[src/rtl/proc_pkg.sv]
// Shared processor definitions: CSR access modes and CSR funct3 encodings.
package proc_pkg;

    // Kind of side effect requested on the CSR file for the current access.
    typedef enum logic [1:0] {
        CSR_NONE       = 2'd0,
        CSR_READ_WRITE = 2'd1,
        CSR_SET        = 2'd2,
        CSR_CLR        = 2'd3
    } csr_mode_t;

    // funct3 encodings of the Zicsr instructions.
    localparam logic [2:0] F3_CSRRW  = 3'b001;
    localparam logic [2:0] F3_CSRRS  = 3'b010;
    localparam logic [2:0] F3_CSRRC  = 3'b011;
    localparam logic [2:0] F3_CSRRWI = 3'b101;
    localparam logic [2:0] F3_CSRRSI = 3'b110;
    localparam logic [2:0] F3_CSRRCI = 3'b111;

    // 000 and 100 are the only funct3 values without a CSR instruction.
    function automatic logic f3_is_csr(input logic [2:0] f3);
        return f3[1:0] != 2'b00;
    endfunction

    // Bit 2 selects the immediate (zimm) source instead of rs1.
    function automatic logic f3_is_imm(input logic [2:0] f3);
        return f3[2];
    endfunction

endpackage

[src/rtl/csr_ctrl.sv]
// CSR instruction sequencer: reads the old CSR value, performs the
// (optional) write, waits for the CSR file's registered exception flag and
// returns either a writeback or an exception in a single DONE cycle.
//
// Handshake: a request is taken on a rising edge where req_valid_i and
// req_ready_o are both high and flush_i is low; req_ready_o is high only
// while idle, and the request fields need only be stable on that edge.
module csr_ctrl
    import proc_pkg::*;
(
    input  logic        clk_i,
    input  logic        rst_n_i,
    input  logic        req_valid_i,
    output logic        req_ready_o,
    input  logic [2:0]  req_funct3_i,
    input  logic [11:0] req_csr_addr_i,
    input  logic [31:0] req_rs1_val_i,
    input  logic [4:0]  req_rs1_idx_i,
    input  logic [4:0]  req_rd_i,
    input  logic        flush_i,
    output logic [12:0] csr_addr_o,
    output csr_mode_t   csr_mode_o,
    output logic [31:0] csr_wdata_o,
    input  logic [31:0] csr_rdata_i,
    input  logic        csr_exc_i,
    output logic        wb_valid_o,
    output logic [4:0]  wb_rd_o,
    output logic [31:0] wb_data_o,
    output logic        exc_valid_o,
    output logic [31:0] exc_tval_o,
    output logic [2:0]  dbg_state_o
);

    typedef enum logic [2:0] {
        S_IDLE     = 3'd0,
        S_READ     = 3'd1,
        S_WRITE    = 3'd2,
        S_WAIT_EXC = 3'd3,
        S_DONE     = 3'd4
    } state_t;

    state_t      state_q, state_d;

    logic [2:0]  funct3_q;
    logic [11:0] addr_q;
    logic [31:0] rs1_val_q;
    logic [4:0]  rs1_idx_q;
    logic [4:0]  rd_q;
    logic [31:0] old_q;
    logic        illegal_q;

    logic        accept;
    logic        write_intent;
    logic        ro_violation;
    csr_mode_t   wr_mode;
    logic [31:0] wr_data;

    // A flush in the same cycle as a valid request suppresses the accept.
    assign accept      = req_valid_i && (state_q == S_IDLE) && !flush_i;
    assign dbg_state_o = state_q;

    // State register.
    always_ff @(posedge clk_i or negedge rst_n_i) begin
        if (!rst_n_i) begin
            state_q <= S_IDLE;
        end else begin
            state_q <= state_d;
        end
    end

    // Next-state logic; non-CSR funct3 values skip straight to DONE.
    always_comb begin
        state_d = state_q;
        case (state_q)
            S_IDLE: begin
                if (accept) begin
                    state_d = f3_is_csr(req_funct3_i) ? S_READ : S_DONE;
                end
            end
            S_READ:     state_d = flush_i ? S_IDLE : S_WRITE;
            S_WRITE:    state_d = S_WAIT_EXC;
            S_WAIT_EXC: state_d = S_DONE;
            S_DONE:     state_d = S_IDLE;
            default:    state_d = S_IDLE;
        endcase
    end

    // Decode the write side of the captured instruction. Set/clear with a
    // zero source have no write intent, so they never hit the read-only check.
    always_comb begin
        write_intent = (funct3_q[1:0] == 2'b01) || (rs1_idx_q != 5'd0);
        ro_violation = write_intent && (addr_q[11:10] == 2'b11);
        wr_data      = f3_is_imm(funct3_q) ? {27'd0, rs1_idx_q} : rs1_val_q;
        case (funct3_q[1:0])
            2'b01:   wr_mode = CSR_READ_WRITE;
            2'b10:   wr_mode = CSR_SET;
            2'b11:   wr_mode = CSR_CLR;
            default: wr_mode = CSR_NONE;
        endcase
        if (!write_intent || ro_violation) begin
            wr_mode = CSR_NONE;
        end
    end

    // Request capture, old-value latch and accumulation of the illegal flag.
    always_ff @(posedge clk_i or negedge rst_n_i) begin
        if (!rst_n_i) begin
            funct3_q  <= 3'd0;
            addr_q    <= 12'd0;
            rs1_val_q <= 32'd0;
            rs1_idx_q <= 5'd0;
            rd_q      <= 5'd0;
            old_q     <= 32'd0;
            illegal_q <= 1'b0;
        end else begin
            if (accept) begin
                funct3_q  <= req_funct3_i;
                addr_q    <= req_csr_addr_i;
                rs1_val_q <= req_rs1_val_i;
                rs1_idx_q <= req_rs1_idx_i;
                rd_q      <= req_rd_i;
                old_q     <= 32'd0;
                illegal_q <= !f3_is_csr(req_funct3_i);
            end
            if (state_q == S_READ && !flush_i) begin
                old_q <= csr_rdata_i;
            end
            if (state_q == S_WRITE && ro_violation) begin
                illegal_q <= 1'b1;
            end
            if (state_q == S_WAIT_EXC && csr_exc_i) begin
                illegal_q <= 1'b1;
            end
        end
    end

    // Outputs decoded from the current state; everything idles at zero/NONE.
    always_comb begin
        req_ready_o = 1'b0;
        csr_addr_o  = 13'd0;
        csr_mode_o  = CSR_NONE;
        csr_wdata_o = 32'd0;
        wb_valid_o  = 1'b0;
        wb_rd_o     = 5'd0;
        wb_data_o   = 32'd0;
        exc_valid_o = 1'b0;
        exc_tval_o  = 32'd0;
        case (state_q)
            S_IDLE: req_ready_o = 1'b1;
            S_READ: csr_addr_o = {1'b0, addr_q};
            S_WRITE: begin
                csr_addr_o = {1'b0, addr_q};
                csr_mode_o = wr_mode;
                if (wr_mode != CSR_NONE) begin
                    csr_wdata_o = wr_data;
                end
            end
            S_DONE: begin
                if (illegal_q) begin
                    exc_valid_o = 1'b1;
                    exc_tval_o  = {20'd0, addr_q};
                end else if (rd_q != 5'd0) begin
                    wb_valid_o = 1'b1;
                    wb_rd_o    = rd_q;
                    wb_data_o  = old_q;
                end
            end
            default: ;
        endcase
    end

endmodule

[config.mk]
export PLATFORM = sky130hd
export DESIGN_NAME = csr_ctrl
export DESIGN_NICKNAME = d
export VERILOG_FILES = /design/src/rtl/proc_pkg.sv /design/src/rtl/csr_ctrl.sv
export SDC_FILE = /design/constraint.sdc
export NUM_CORES = 1
export LEC_CHECK = 0
export CAP_MARGIN = 30
export CORE_AREA = 2 2 140 101
export DETAILED_ROUTE_END_ITERATION = 16
export DIE_AREA = 0 0 142 103
export PLACE_DENSITY = 0.69
export SYNTH_ARGS = -nofsm -noshare
export SYNTH_HDL_FRONTEND = slang
export SYNTH_SLANG_ARGS = --single-unit
[constraint.sdc]
create_clock -name clk_i -period 2.7 [get_ports clk_i]
set_input_delay 0.27 -clock clk_i [delete_from_list [all_inputs] [get_ports clk_i]]
set_output_delay 0.27 -clock clk_i [all_outputs]
set_load 0.01 [all_outputs]
==> results.json <==
{
  "avgSynthCellArea_um2": 10.67,
  "rows": 36,
  "slew_headroom": 0.6640,
  "yosys_warnings": 0,
  "start_util": 0.3375,
  "r2r_slack_ns": 0.82,
  "worstPathCellList": "or4_4, o31ai_4, buf_12, clkbuf_16, nor3_1, clkdlybuf4s50_1",
  "synth_seq_area_share": 0.5120,
  "area_growth_pct": 54.45,
  "layout-drive-gt1-share": 0.06624,
  "yosysTopAreaCell": "dfrtp_1",
  "hold_viol_final": 0,
  "cts_tree": "done",
  "coreArea_um2": 13470,
  "die_w_um": 142,
  "htree_levels": 3,
  "num_antenna_cells": 0,
  "cp_slowest_cell": "or4_4",
  "ys.flop_type": "dfrtp_1",
  "ir_drop_uv": 427.7,
  "tightest_slew_ns": 0.5040,
  "status": "completed",
  "mostFrequentLayoutCell": "clkdlybuf4s50_1",
  "fin_crit_sh": 0.9813,
  "critPathMaxStageDelay_ns": 0.56,
  "synthDistinctLibCells": 36,
  "detail_route.iter0.violations": 204,
  "clk_latency_ns": 0.33,
  "place_congestion": 0.7653,
  "cap_violations": 0,
  "final.setup.worst_slack_ns": 0.05054,
  "die_h_um": 103,
  "end_kind": "output port",
  "dp_worst_setup_slack_ns": 0.3234,
  "netlist.area_leader.share": 0.5120,
  "drt_pre_antenna_iters": 4,
  "numPortBuffers": 194,
  "r2r_end": "rd_q[2]",
  "antenna_found_initial": 0,
  "clock_sinks": 93,
  "detail_route.vias_per_cell": 4.761,
  "path_clk_slew_ns": 0.06,
  "netlist_area_um2": 4546,
  "vias": 3761,
  "crit_arrival_ns": 2.38,
  "grt_pass1_vias": 3612,
  "routedWlPerCell_um": 15.30,
  "synthArstFlopShare": 1.000,
  "p_leak_nw": 3.152,
  "fin_nets": 709,
  "timing.final.crit_period_ns": 2.649,
  "cts_buffer_depth": 2,
  "min_path_type": "input port to asynchronous set/reset pin",
  "finalSetupViolations": 0,
  "ys_ff_latch": 93,
  "crit_required_ns": 2.43,
  "routed_wl_um": 12090,
  "fin_skew_ns": 0.008812,
  "layout_common_cells": "clkdlybuf4s50_1 (181), dfrtp_1 (93), and2_1 (62)",
  "cp_max_fo": 13,
  "boundaryPins": 216,
  "power_w": 0.006581,
  "post-dp-hpwl_um": 8622,
  "worstSetupStartpointType": "flip-flop",
  "synth_edf_count": 0,
  "clock.fmax_mhz": 377.4,
  "dieArea_um2": 14630,
  "synth.top_cells.by_area": "dfrtp_1 (51%), and2_1 (8.7%), mux2_1 (7.4%)",
  "grt_pass1_wl_um": 18660,
  "globalRouteTotalUtil": 0.1608,
  "r2r-start": "dbg_state_o[0]",
  "syn_inst": 426,
  "slew_violations": 0,
  "tritoncts.num_buffers": 9,
  "grt_max_degree": 94,
  "rr_worst_depth": 5,
  "p_per_area_nw_per_um2": 937.4,
  "drc": 0,
  "critPathKind": "flip-flop to output port",
  "gr-total-overflow": 0,
  "cts-root-buf": "clkbuf_16",
  "ant_nets": 0
}
[metrics by stage]
step,TNS [ns],instances,hold slack [ns],util,instance area (um2)
3_3_place_gp,0,771,0.3521,0.4895,6593
2_1_floorplan,0,446,-0.02559,-,4621
5_1_grt,-0.006861,790,0.5119,0.5213,7020
4_1_cts,0,788,0.4906,0.5148,6933
6_report,0,790,0.4889,0.5213,7020
3_5_place_dp,0,771,0.3587,0.4895,6593
[cells in the mapped netlist, types with 2 or more instances]
| cell type | instances |
|---|---|
| dfrtp_1 | 93 |
| and2_1 | 63 |
| nor3_1 | 33 |
| a22o_1 | 32 |
| mux2_1 | 30 |
| inv_1 | 29 |
| nand3_1 | 27 |
| o21ai_0 | 27 |
| buf_4 | 25 |
| buf_2 | 16 |
| clkbuf_1 | 10 |
| mux2i_1 | 6 |
| nor2_1 | 6 |
| nor3b_1 | 4 |
| buf_6 | 2 |
| nand2_1 | 2 |
| o21a_1 | 2 |
[layer usage]
layer,track usage,vias up,wire [um]
li1,-,1789,-
met1,0.2187,1818,5659
met2,0.2486,136,5433
met3,0.04970,18,796
met4,0.04846,0,198
met5,0,-,0
[registers in the layout (all words and copies together) (netlist names)]
register,count
dbg_state_o,3
old_q,32
rs1_val_q,32
addr_q,12
rs1_idx_q,5
funct3_q,3
rd_q,5
illegal_q,1
[cell families after synthesis]
group | Yosys count | synth area share
buffers and inverters | 83 | 0.09689
other | 1 | 0.0008250
muxes | 36 | 0.08753
DFF | 93 | 0.5120
and+or+nand+nor | 144 | 0.1905
AOI/OAI and AO/OA | 68 | 0.1104
xor gates and xnor gates | 1 | 0.001927
[layout make-up]
class | instances | area, um2
clock buffers | 11 | 242.7
clock inverters | 4 | 72.57
fillers | 1201 | 6447
inverters | 29 | 108.9
multi-input cells | 270 | 1877
flip-flops and latches | 93 | 2327
well taps | 171 | 214.0
repair buffers | 212 | 2178
[power breakdown]
group | leakage [nW] | total, W | internal, W | switching, W
Combinational | 1.84 | 0.00284 | 0.00147 | 0.00137
Sequential | 1.16 | 0.00242 | 0.00205 | 0.000363
Clock | 0.152 | 0.00133 | 0.000829 | 0.000496
[critical path: cells and delay by family (launching register included)]
family          cells  cell delay [ns]
compound gates      1             0.22
buf+inv             3             0.81
flops               1             0.39
simple gates        2             0.61
[what timing repair did]
action                     4_1_cts  5_1_grt
setup endpoints to repair       27       64
pin swaps                        1        1
hold endpoints to repair        18        0
setup buffers                    1        1
gates resized for setup          1       14
hold buffers                     1        0
gates cloned                     0        1
[worst max path at each step]
stage	start	end	cells after the start
6_report	rs1_idx_q[0]	csr_wdata_o[8]	6
2_1_floorplan	dbg_state_o[0]	exc_tval_o[10]	4
5_1_grt	rs1_idx_q[0]	csr_wdata_o[6]	6
3_3_place_gp	rs1_idx_q[0]	csr_wdata_o[18]	5
4_1_cts	rs1_idx_q[0]	csr_wdata_o[19]	5
3_5_place_dp	dbg_state_o[0]	csr_wdata_o[16]	5
(Power assumes the default switching activity.)
